<file path="src/rtl/aes_pkg.sv">
// ============================================================================
//  Module      : aes_pkg
//  Description : Shared AES constants, SubBytes FSM state type and GF(2^8)
//                helper functions used by the serial SubBytes block.
//  Revision    : 1.0 - initial release
// ============================================================================
`default_nettype none

package aes_pkg;

  // Direction select: forward S-box for encryption, inverse for decryption
  localparam logic AES_ENC = 1'b0;
  localparam logic AES_DEC = 1'b1;

  // Serial SubBytes controller states
  typedef enum logic [1:0] {
    ST_IDLE = 2'd0,
    ST_SUB  = 2'd1,
    ST_DONE = 2'd2
  } aes_sb_state_e;

  // Multiply in GF(2^8) modulo x^8 + x^4 + x^3 + x + 1
  function automatic logic [7:0] aes_gf_mul(input logic [7:0] a, input logic [7:0] b);
    logic [7:0] acc;
    logic [7:0] aa;
    logic [7:0] bb;
    acc = 8'h00;
    aa  = a;
    bb  = b;
    for (int i = 0; i < 8; i++) begin
      if (bb[0]) begin
        acc = acc ^ aa;
      end
      aa = aa[7] ? ({aa[6:0], 1'b0} ^ 8'h1b) : {aa[6:0], 1'b0};
      bb = {1'b0, bb[7:1]};
    end
    return acc;
  endfunction

  // Multiplicative inverse as x^254 (maps 0 to 0, as AES requires)
  function automatic logic [7:0] aes_gf_inv(input logic [7:0] x);
    logic [7:0] x2, x3, x6, x12, x15, x30, x60, x120, x240, x252;
    x2   = aes_gf_mul(x, x);
    x3   = aes_gf_mul(x2, x);
    x6   = aes_gf_mul(x3, x3);
    x12  = aes_gf_mul(x6, x6);
    x15  = aes_gf_mul(x12, x3);
    x30  = aes_gf_mul(x15, x15);
    x60  = aes_gf_mul(x30, x30);
    x120 = aes_gf_mul(x60, x60);
    x240 = aes_gf_mul(x120, x120);
    x252 = aes_gf_mul(x240, x12);
    return aes_gf_mul(x252, x2);
  endfunction

endpackage

`default_nettype wire

</file>
<file path="src/rtl/aes_sbox_lut.sv">
// ============================================================================
//  Module      : aes_sbox_lut
//  Description : Single-byte AES S-box / inverse S-box. Computed as field
//                inversion plus affine map rather than a stored table, so the
//                forward and inverse directions share one inverter.
//  Revision    : 1.0 - initial release
// ============================================================================
`default_nettype none

module aes_sbox_lut
  import aes_pkg::*;
(
  input  logic       mode_i,
  input  logic [7:0] data_i,
  output logic [7:0] data_o
);

  logic [7:0] w_inv_aff;
  logic [7:0] w_inv_in;
  logic [7:0] w_inv_out;
  logic [7:0] w_fwd_aff;

  // Inverse affine map (undo the forward affine before inverting)
  assign w_inv_aff = {data_i[6:0], data_i[7]}
                   ^ {data_i[4:0], data_i[7:5]}
                   ^ {data_i[1:0], data_i[7:2]}
                   ^ 8'h05;

  assign w_inv_in  = (mode_i == AES_DEC) ? w_inv_aff : data_i;
  assign w_inv_out = aes_gf_inv(w_inv_in);

  // Forward affine map applied after inversion
  assign w_fwd_aff = w_inv_out
                   ^ {w_inv_out[6:0], w_inv_out[7]}
                   ^ {w_inv_out[5:0], w_inv_out[7:6]}
                   ^ {w_inv_out[4:0], w_inv_out[7:5]}
                   ^ {w_inv_out[3:0], w_inv_out[7:4]}
                   ^ 8'h63;

  assign data_o = (mode_i == AES_DEC) ? w_inv_out : w_fwd_aff;

endmodule

`default_nettype wire

</file>
<file path="src/rtl/aes_sub_bytes_serial.sv">
// ============================================================================
//  Module      : aes_sub_bytes_serial
//  Description : Serial AES SubBytes/InvSubBytes over a 128-bit state with
//                valid/ready handshakes on both sides. One byte per cycle by
//                default; defining AES_SUB_BYTES_DUAL_SBOX_EN processes two
//                bytes per cycle with two S-box instances.
//  Revision    : 1.0 - initial release
// ============================================================================
`default_nettype none

module aes_sub_bytes_serial
  import aes_pkg::*;
(
  input  logic         clk_i,
  input  logic         rst_i,
  input  logic         clear_i,
  input  logic         mode_i,
  input  logic         in_valid_i,
  output logic         in_ready_o,
  input  logic [127:0] data_i,
  output logic         out_valid_o,
  input  logic         out_ready_i,
  output logic [127:0] data_o,
  output logic         busy_o
);

`ifdef AES_SUB_BYTES_DUAL_SBOX_EN
  localparam int         c_NUM_SBOX = 2;
`else
  localparam int         c_NUM_SBOX = 1;
`endif
  localparam logic [3:0] c_CNT_STEP = 4'(c_NUM_SBOX);
  localparam logic [3:0] c_CNT_LAST = 4'(16 - c_NUM_SBOX);

  aes_sb_state_e r_st;
  aes_sb_state_e w_st_next;
  logic [127:0]  r_data;
  logic [3:0]    r_cnt;
  logic          r_mode;
  logic          r_armed;

  logic          w_in_ready;
  logic          w_in_hs;
  logic          w_out_hs;
  logic [127:0]  w_sub_data;
  logic [3:0]    w_lane_idx  [c_NUM_SBOX];
  logic [7:0]    w_lane_byte [c_NUM_SBOX];
  logic [7:0]    w_lane_sub  [c_NUM_SBOX];

  // One S-box per lane; lane g works on byte cnt+g
  for (genvar g = 0; g < c_NUM_SBOX; g++) begin : g_sbox
    assign w_lane_idx[g]  = r_cnt + 4'(g);
    assign w_lane_byte[g] = r_data[{w_lane_idx[g], 3'b000} +: 8];

    aes_sbox_lut u_sbox (
      .mode_i (r_mode),
      .data_i (w_lane_byte[g]),
      .data_o (w_lane_sub[g])
    );
  end

  // Merge substituted lane bytes back into the state word
  always_comb begin
    w_sub_data = r_data;
    for (int l = 0; l < c_NUM_SBOX; l++) begin
      w_sub_data[{w_lane_idx[l], 3'b000} +: 8] = w_lane_sub[l];
    end
  end

  assign w_in_hs  = in_valid_i & w_in_ready;
  assign w_out_hs = out_valid_o & out_ready_i;

  // Keeps in_ready low until the first edge after reset is released
  always_ff @(posedge clk_i or posedge rst_i) begin
    if (rst_i) begin
      r_armed <= 1'b0;
    end else begin
      r_armed <= 1'b1;
    end
  end

  // FSM state register
  always_ff @(posedge clk_i or posedge rst_i) begin
    if (rst_i) begin
      r_st <= ST_IDLE;
    end else begin
      r_st <= w_st_next;
    end
  end

  // FSM next-state logic; clear overrides every other event
  always_comb begin
    w_st_next = r_st;
    if (clear_i) begin
      w_st_next = ST_IDLE;
    end else begin
      case (r_st)
        ST_IDLE: if (w_in_hs)             w_st_next = ST_SUB;
        ST_SUB:  if (r_cnt == c_CNT_LAST) w_st_next = ST_DONE;
        ST_DONE: if (out_ready_i)         w_st_next = ST_IDLE;
        default:                          w_st_next = ST_IDLE;
      endcase
    end
  end

  // FSM outputs; data_o is forced to zero unless a result is on offer
  always_comb begin
    w_in_ready  = (r_st == ST_IDLE) & r_armed;
    in_ready_o  = w_in_ready;
    out_valid_o = (r_st == ST_DONE);
    busy_o      = (r_st == ST_SUB) | (r_st == ST_DONE);
    data_o      = out_valid_o ? r_data : 128'h0;
  end

  // Datapath: capture on accept, substitute during SUB, wipe on hand-off
  always_ff @(posedge clk_i or posedge rst_i) begin
    if (rst_i) begin
      r_data <= 128'h0;
      r_cnt  <= 4'd0;
      r_mode <= AES_ENC;
    end else if (clear_i) begin
      r_data <= 128'h0;
      r_cnt  <= 4'd0;
      r_mode <= AES_ENC;
    end else begin
      case (r_st)
        ST_IDLE: begin
          if (w_in_hs) begin
            r_data <= data_i;
            r_mode <= mode_i;
            r_cnt  <= 4'd0;
          end
        end
        ST_SUB: begin
          r_data <= w_sub_data;
          r_cnt  <= r_cnt + c_CNT_STEP;
        end
        ST_DONE: begin
          if (w_out_hs) begin
            r_data <= 128'h0;
          end
        end
        default: begin
          r_data <= 128'h0;
          r_cnt  <= 4'd0;
        end
      endcase
    end
  end

endmodule

`default_nettype wire

</file>
<file path="config.mk">
export PLATFORM = sky130hd
export DESIGN_NAME = aes_sub_bytes_serial
export DESIGN_NICKNAME = d
export VERILOG_FILES = /design/src/rtl/aes_pkg.sv /design/src/rtl/aes_sbox_lut.sv /design/src/rtl/aes_sub_bytes_serial.sv
export SDC_FILE = /design/constraint.sdc
export NUM_CORES = 1
export LEC_CHECK = 0
export ABC_AREA = 1
export CORE_ASPECT_RATIO = 0.75
export CORE_UTILIZATION = 50
export CTS_CLUSTER_SIZE = 40
export DETAILED_ROUTE_END_ITERATION = 10
export HOLD_SLACK_MARGIN = 0.08
export PLACE_DENSITY_LB_ADDON = 0.05
export SLEW_MARGIN = 20
export SYNTH_ARGS = -nofsm -noshare
export SYNTH_HDL_FRONTEND = slang
export SYNTH_SLANG_ARGS = --single-unit
</file>
<file path="constraint.sdc">
create_clock -name clk_i -period 18.1 [get_ports clk_i]
set_input_delay 1.81 -clock clk_i [delete_from_list [all_inputs] [get_ports clk_i]]
set_output_delay 1.81 -clock clk_i [all_outputs]
set_load 0.01 [all_outputs]
</file>
* After elaboration in Yosys (flattened, before gate mapping) *
Cells that the tools add are included.

operators by class
  shift operators = 3
  reduce and logical (&&, ||, !) cells = 7
  multiplexer cells = 184
  equal/unequal tests = 8
  bitwise operators = 166
  add/subtract/negate cells = 2

operators by type and width
  kind                       number
  $mux W8                    90
  $xor A8 B8 Y8              83
  $mux W128                  4
  $mux W5                    77
  $pmux W128 S3              1
  $not A4 Y4                 78
  $bwmux W128                1
  $shift A8 B9 Y128 const A  1
  $shiftx A128 B8 Y8         1
  $shiftx A8 B9 Y128         1
  $pmux W4 S3                1
  $neg A7 Y9                 1
  $mux W2                    4
  $mux W4                    2
  $ne A3 B2 Y1 const B       2
  $ne A3 B3 Y1 const B       2
  $pmux W2 S3                1
  $reduce_and A2 Y1          3
  $add A4 B1 Y4 const B      1
  $eq A4 B4 Y1 const B       1
  $reduce_bool A2 Y1         2
  $and A1 B1 Y1              3
  $mux W1                    3
  $reduce_and A3 Y1          1
  other kinds (6)            6

word-level totals
  logic and storage cells = 375
  input port bits = 134
  flip-flop bits (word level) = 136
  output and inout bits = 131

* Depth between registers and ports, before layout *
  depth in word-level cells = 191
  depth in mapped cells = 186
  gate-level depth less buffers = 171

* Cells and area by module *
Synthesis repeated with hierarchy kept, for this count alone.

second synthesis, totals
  cell total of the unflattened synthesis = 5612
  area, all modules = 27925.5 um^2

modules (own cells, without submodules)
  module                area an instance (um^2)  cells each  seq. area each (um^2)  instances
  aes_sbox_lut          16767.3                  3677        0.0                    1
  aes_sub_bytes_serial  11158.2                  1935        3403.3                 1

* Worst setup path before layout *
No wires, ideal clock.

  kind = flip-flop to flip-flop
  from = register r_cnt[0]
  to = register r_data[64]
  setup slack = 1487 ps
  period minus slack after synthesis = 16613 ps
  buffers on the path = 20
  data arrival time = 16493 ps
  stages on the path, launching flop included = 167
  data required time = 17980 ps
  setup time = 120 ps
  cells stage by stage = dfrtp_1 -> buf_6 -> inv_4 -> buf_6 -> buf_12 -> nand2_1 -> nand3_1 -> nand3_1 -> nor2_2 -> nor2_8 -> nand2_1 -> nand3_1 -> nand3_2 -> nand2_4 -> buf_12 -> clkbuf_8 -> clkbuf_8 -> ha_1 -> [131 not listed] -> nand2_1 -> nand2_1 -> nand2_2 -> nand2_2 -> nand2_1 -> nand2_1 -> nand2_1 -> nand2_1 -> nand2_1 -> nand2_1 -> nand2_1 -> nand2_1 -> nand2_2 -> buf_6 -> nand3_1 -> a21oi_2 -> o21ai_1 -> nand2_1

between the ends
  longest elaborated chain between the ends = 183
  elaborated cells between the ends (all ways) = 336
  those cells by class = add/sub (1); shift (3); mux (170); bitwise (162)

RTL lines
  element                                                        line                          text
  from (decl)                                                    aes_sub_bytes_serial.sv:38    logic [3:0] r_cnt;
  from (signal assigned)                                         aes_sub_bytes_serial.sv:136   r_cnt <= r_cnt + c_CNT_STEP;
  $shiftx A128 B8 Y8                                             aes_sub_bytes_serial.sv:53    assign w_lane_byte[g] = r_data[{w_lane_idx[g], 3'b000} +: 8];
  $xor A8 B8 Y8                                                  aes_sbox_lut.sv:25            ^ {data_i[4:0], data_i[7:5]}
  $xor A8 B8 Y8                                                  aes_sbox_lut.sv:26            ^ {data_i[1:0], data_i[7:2]}
  $not A2 Y2 (no source line)                                    -
  $mux W8                                                        aes_sbox_lut.sv:29            assign w_inv_in = (mode_i == AES_DEC) ? w_inv_aff : data_i;
  $not A4 Y4 (no source line) / $mux W8 (equally long branches)  -
  $mux W5 / $xor A8 B8 Y8 (equally long branches)                aes_pkg.sv:34, aes_pkg.sv:32
  $xor A8 B8 Y8 / $mux W8 (equally long branches)                aes_pkg.sv:32, aes_pkg.sv:31
  [167 not listed]                                               -
  $xor A8 B8 Y8                                                  aes_sbox_lut.sv:36            ^ {w_inv_out[4:0], w_inv_out[7:5]}
  $xor A8 B8 Y8                                                  aes_sbox_lut.sv:37            ^ {w_inv_out[3:0], w_inv_out[7:4]}
  $not A4 Y4 (no source line)                                    -
  $mux W8                                                        aes_sbox_lut.sv:40            assign data_o = (mode_i == AES_DEC) ? w_inv_out : w_fwd_aff;
  $shiftx A8 B9 Y128                                             aes_sub_bytes_serial.sv:66    w_sub_data[{w_lane_idx[l], 3'b000} +: 8] = w_lane_sub[l];
  $bwmux W128 *                                                  aes_sub_bytes_serial.sv:66
  $pmux W128 S3 *                                                aes_sub_bytes_serial.sv:126   case (r_st)
  $mux W128 *                                                    aes_sub_bytes_serial.sv:121   end else if (clear_i) begin
  to (signal assigned)                                           aes_sub_bytes_serial.sv:129   r_data <= data_i;
  to (signal assigned)                                           aes_sub_bytes_serial.sv:135   r_data <= w_sub_data;
  to (decl)                                                      aes_sub_bytes_serial.sv:37    logic [127:0] r_data;

Mark *: on every way between the ends. The rest lies on a longest branch, timed or not.
A chain may end at the register's enable or synchronous reset.

* Final worst setup path *
  from = register r_cnt[0]
  to = register r_data[46]

The elaborated chain is that of the path after synthesis.

==> run_results.csv <==
group,metric,value,unit
global_route,grt_pass1_vias,35310,
floorplan,fp.dieW,312.7,um
setup_path,critPathRequiredTime,18.53,ns
worst_hold_path,min_path_type,"register to register",
floorplan,core-area,71680,sq um
placed_design,place_congestion,1.034,
floorplan,num_rows,85,
clock_network,hold_buffers,0,
global_route,grt-ovfl-total,0,
floorplan,ioPinCount,265,
routing,first_pass_iters,6,
routing,drc,0,
setup_path,critical_path_class,"register to register",
setup_path,arrival,17.47,ns
global_route,antenna_found_initial,2,
clock_network,clk_pin_slew_worst_paths,0.06,ns
timing,fmax,58.70,MHz
timing,fin_crit,17.04,ns
clock_network,clock_sinks,136,
setup_path,crit_slowest_cell,"dfrtp_4",
global_route,grt_max_degree,95,
routing,viasPerCell,5.469,
placed_design,dp_slack,0.1032,ns
clock_network,clock_path_buffers,3,
timing,tightest_slew,1.183,ns
logic_synthesis,postSynthCellCount,6144,
logic_synthesis,synth_area,36200,sq um
finish,area_growth_syn_to_layout,13.43,%
finish,fillers,7411,
placed_design,port_buffers,264,
timing,setup_slack,1.064,ns
timing,hold_violations,0,
setup_path,crit_fanout,25,
clock_network,cts_root_buf,"clkbuf_16",
logic_synthesis,ys_seq_area_frac,0.09401,
clock_network,h-tree-depth,4,
timing,drv_slew,0,
routing,ant_nets,0,
setup_path,worst_setup_path_end_kind,"register",
timing,relSlewSlack,0.2114,
clock_network,clock_latency,0.50,ns
timing,fin_skew,0.01350,ns
global_route,grt_pass1_wl,203400,um
clock_network,cts_buffers,25,
timing,setup_violations,0,
global_route,grt.total_usage,0.3452,
job,cap_violations,0,
clock_network,cts_tree,"built",
floorplan,fp.dieArea,73490,sq um
run_status,status,"finished, final reports clean",
floorplan,start_util,0.5050,
setup_path,ff2ff_setup_slack,1.06,ns
logic_synthesis,synth-seq-cells,136,
timing,fin_setup_tns,0,ns
timing,post-route-period-util,0.9412,
finish,multi_input_area,28530,sq um
finish,fin_nets,6592,
logic_synthesis,ys_types,64,
placed_design,dpl.hpwl,103800,um
setup_path,cpMostUsedCell,"nand2_1",
logic_synthesis,synth-warning-count,0,
routing,finalWirelength,134200,um
setup_path,cp_slowest_stage_delay,0.51,ns
finish,seq_area,3410,sq um
logic_synthesis,syn_nets,6293,
logic_synthesis,avgSynthCellArea,5.892,sq um
finish,drive_above_1_share,0.2685,
floorplan,fp.dieH,235.0,um
routing,wl_per_cell,18.13,um
routing,drtIter0Drc,4624,
setup_path,cp-start-kind,"register",
routing,vias,40490,
[path summary, 6_finish.rpt]
check                                       start                 endpoint  depth (start not counted)
setup / recovery             r_cnt[0]$_DFFE_PP0P_   r_data[46]$_DFFE_PP0P_                        142
hold / removal             r_data[56]$_DFFE_PP0P_   r_data[56]$_DFFE_PP0P_                          2
setup reg to reg             r_cnt[0]$_DFFE_PP0P_   r_data[46]$_DFFE_PP0P_                        142
hold reg to reg            r_data[56]$_DFFE_PP0P_   r_data[56]$_DFFE_PP0P_                          2
max in group asynchronous                   rst_i     r_cnt[2]$_DFFE_PP0P_                          3
min in group asynchronous                   rst_i  r_data[104]$_DFFE_PP0P_                          2
[timing repair]
action / CTS / global route
resized for setup: 2 / 182
pin swaps: 0 / 47
gates cloned: 0 / 9
setup buffers: 0 / 93
setup endpoints to repair: 1 / 128
[per-stage QoR]
stage,utilization,hold WS [ns],cell area (sq um),cells
6_report,0.5729,0.5412,41060,7404
5_1_grt,0.5728,0.5526,41060,7403
4_1_cts,0.5459,0.5307,39130,7300
3_5_place_dp,0.5367,0.5180,38470,7270
3_3_place_gp,0.5367,0.5128,38470,7270
2_1_floorplan,-,0.4847,36200,6144
[cell families after synthesis]
| kind of cell | count (synthesis) | synth area share |
|---|---|---|
| DFF | 136 | 0.09401 |
| AOI/OAI and AO/OA | 227 | 0.03422 |
| adders and majority gates | 15 | 0.005184 |
| xor gates and xnor gates | 46 | 0.01310 |
| and+or+nand+nor | 4807 | 0.7073 |
| other | 1 | 0.0001036 |
| buffers and inverters | 912 | 0.1461 |
[state kept, by name, summed over array words and instances (netlist names)]
register  count
r_mode        1
r_st          2
r_cnt         4
r_armed       1
r_data      128
[layer usage]
| layer | vias up | wire length, um | track usage |
|---|---|---|---|
| met5 | - | 13 | 0 |
| met4 | 2 | 2499 | 0.06681 |
| met3 | 196 | 14690 | 0.07229 |
| met2 | 1883 | 53510 | 0.4779 |
| met1 | 18630 | 63530 | 0.5368 |
| li1 | 19770 | - | - |
[cells in the final DEF, fill, tap and decap left out, types with 8 or more instances in the layout]
cell type	Yosys	final
nand2_4	269	263
clkinv_1	12	12
o21ai_0	80	78
o21ai_1	80	80
a21oi_1	38	34
xor2_1	24	21
nor2_4	20	31
inv_1	574	569
nand2_2	588	587
nor2_1	308	297
buf_12	23	13
clkbuf_16	0	26
inv_4	15	11
nand3_4	23	40
xnor2_1	14	14
nand3_2	254	255
buf_6	40	12
nand2_8	20	52
inv_6	7	10
clkdlybuf4s50_1	0	264
inv_2	89	91
dfrtp_1	136	133
nand3_1	770	752
buf_4	10	173
nand4_1	49	49
nor2_2	77	77
nand2_1	2366	2348
inv_8	7	8
nor2_8	12	12
nand3b_1	28	28
[worst max-delay path: cells and delay by family (launching register included)]
family,cells,cell delay (ns)
flops,1,0.51
buf+inv,23,2.62
fa+ha+maj,4,1.18
compound gates,1,0.14
simple gates,112,11.80
xor+xnor,2,0.64
[area by class of cell]
type	instances	area share
Sequential cell	136	0.08303
Clock inverter	1	0.0001219
Multi-Input combinational cell	5103	0.6948
Tap cell	957	0.02916
Timing Repair Buffer	466	0.1072
Clock buffer	29	0.01584
Inverter	710	0.06956
Timing Repair inverter	1	0.0002742
Antenna cell	1	0.00006094
[cells in the mapped netlist, drive strengths merged]
cell	count	area, sq um
o21a	8	61.31
o21bai	7	63.81
dlygate4sd3	8	80.08
or2	4	27.53
xnor2	18	187.7
nand3b	30	241.5
ha	15	187.7
buf	97	1275
o2111ai	2	23.77
nand2	3243	15990
nand3	1047	6799
and2	1	6.260
clkbuf	93	1055
bufinv	1	17.52
o211ai	2	20.02
nand4	56	394.1
inv	692	2723
xor2	28	286.5
a211oi	1	7.510
bufbuf	3	56.30
o21ai	162	818.3
clkinv	17	70.06
a21oi	42	225.2
dfrtp	136	3403
nor2	417	2103
conb	1	3.750
clkdlybuf4s50	1	11.26
o22ai	3	18.77
nor3	9	45.04
Power is left out: the tool's default activity adds up to more than one toggle a clock period on the data nets, which glitch-free logic cannot reach.
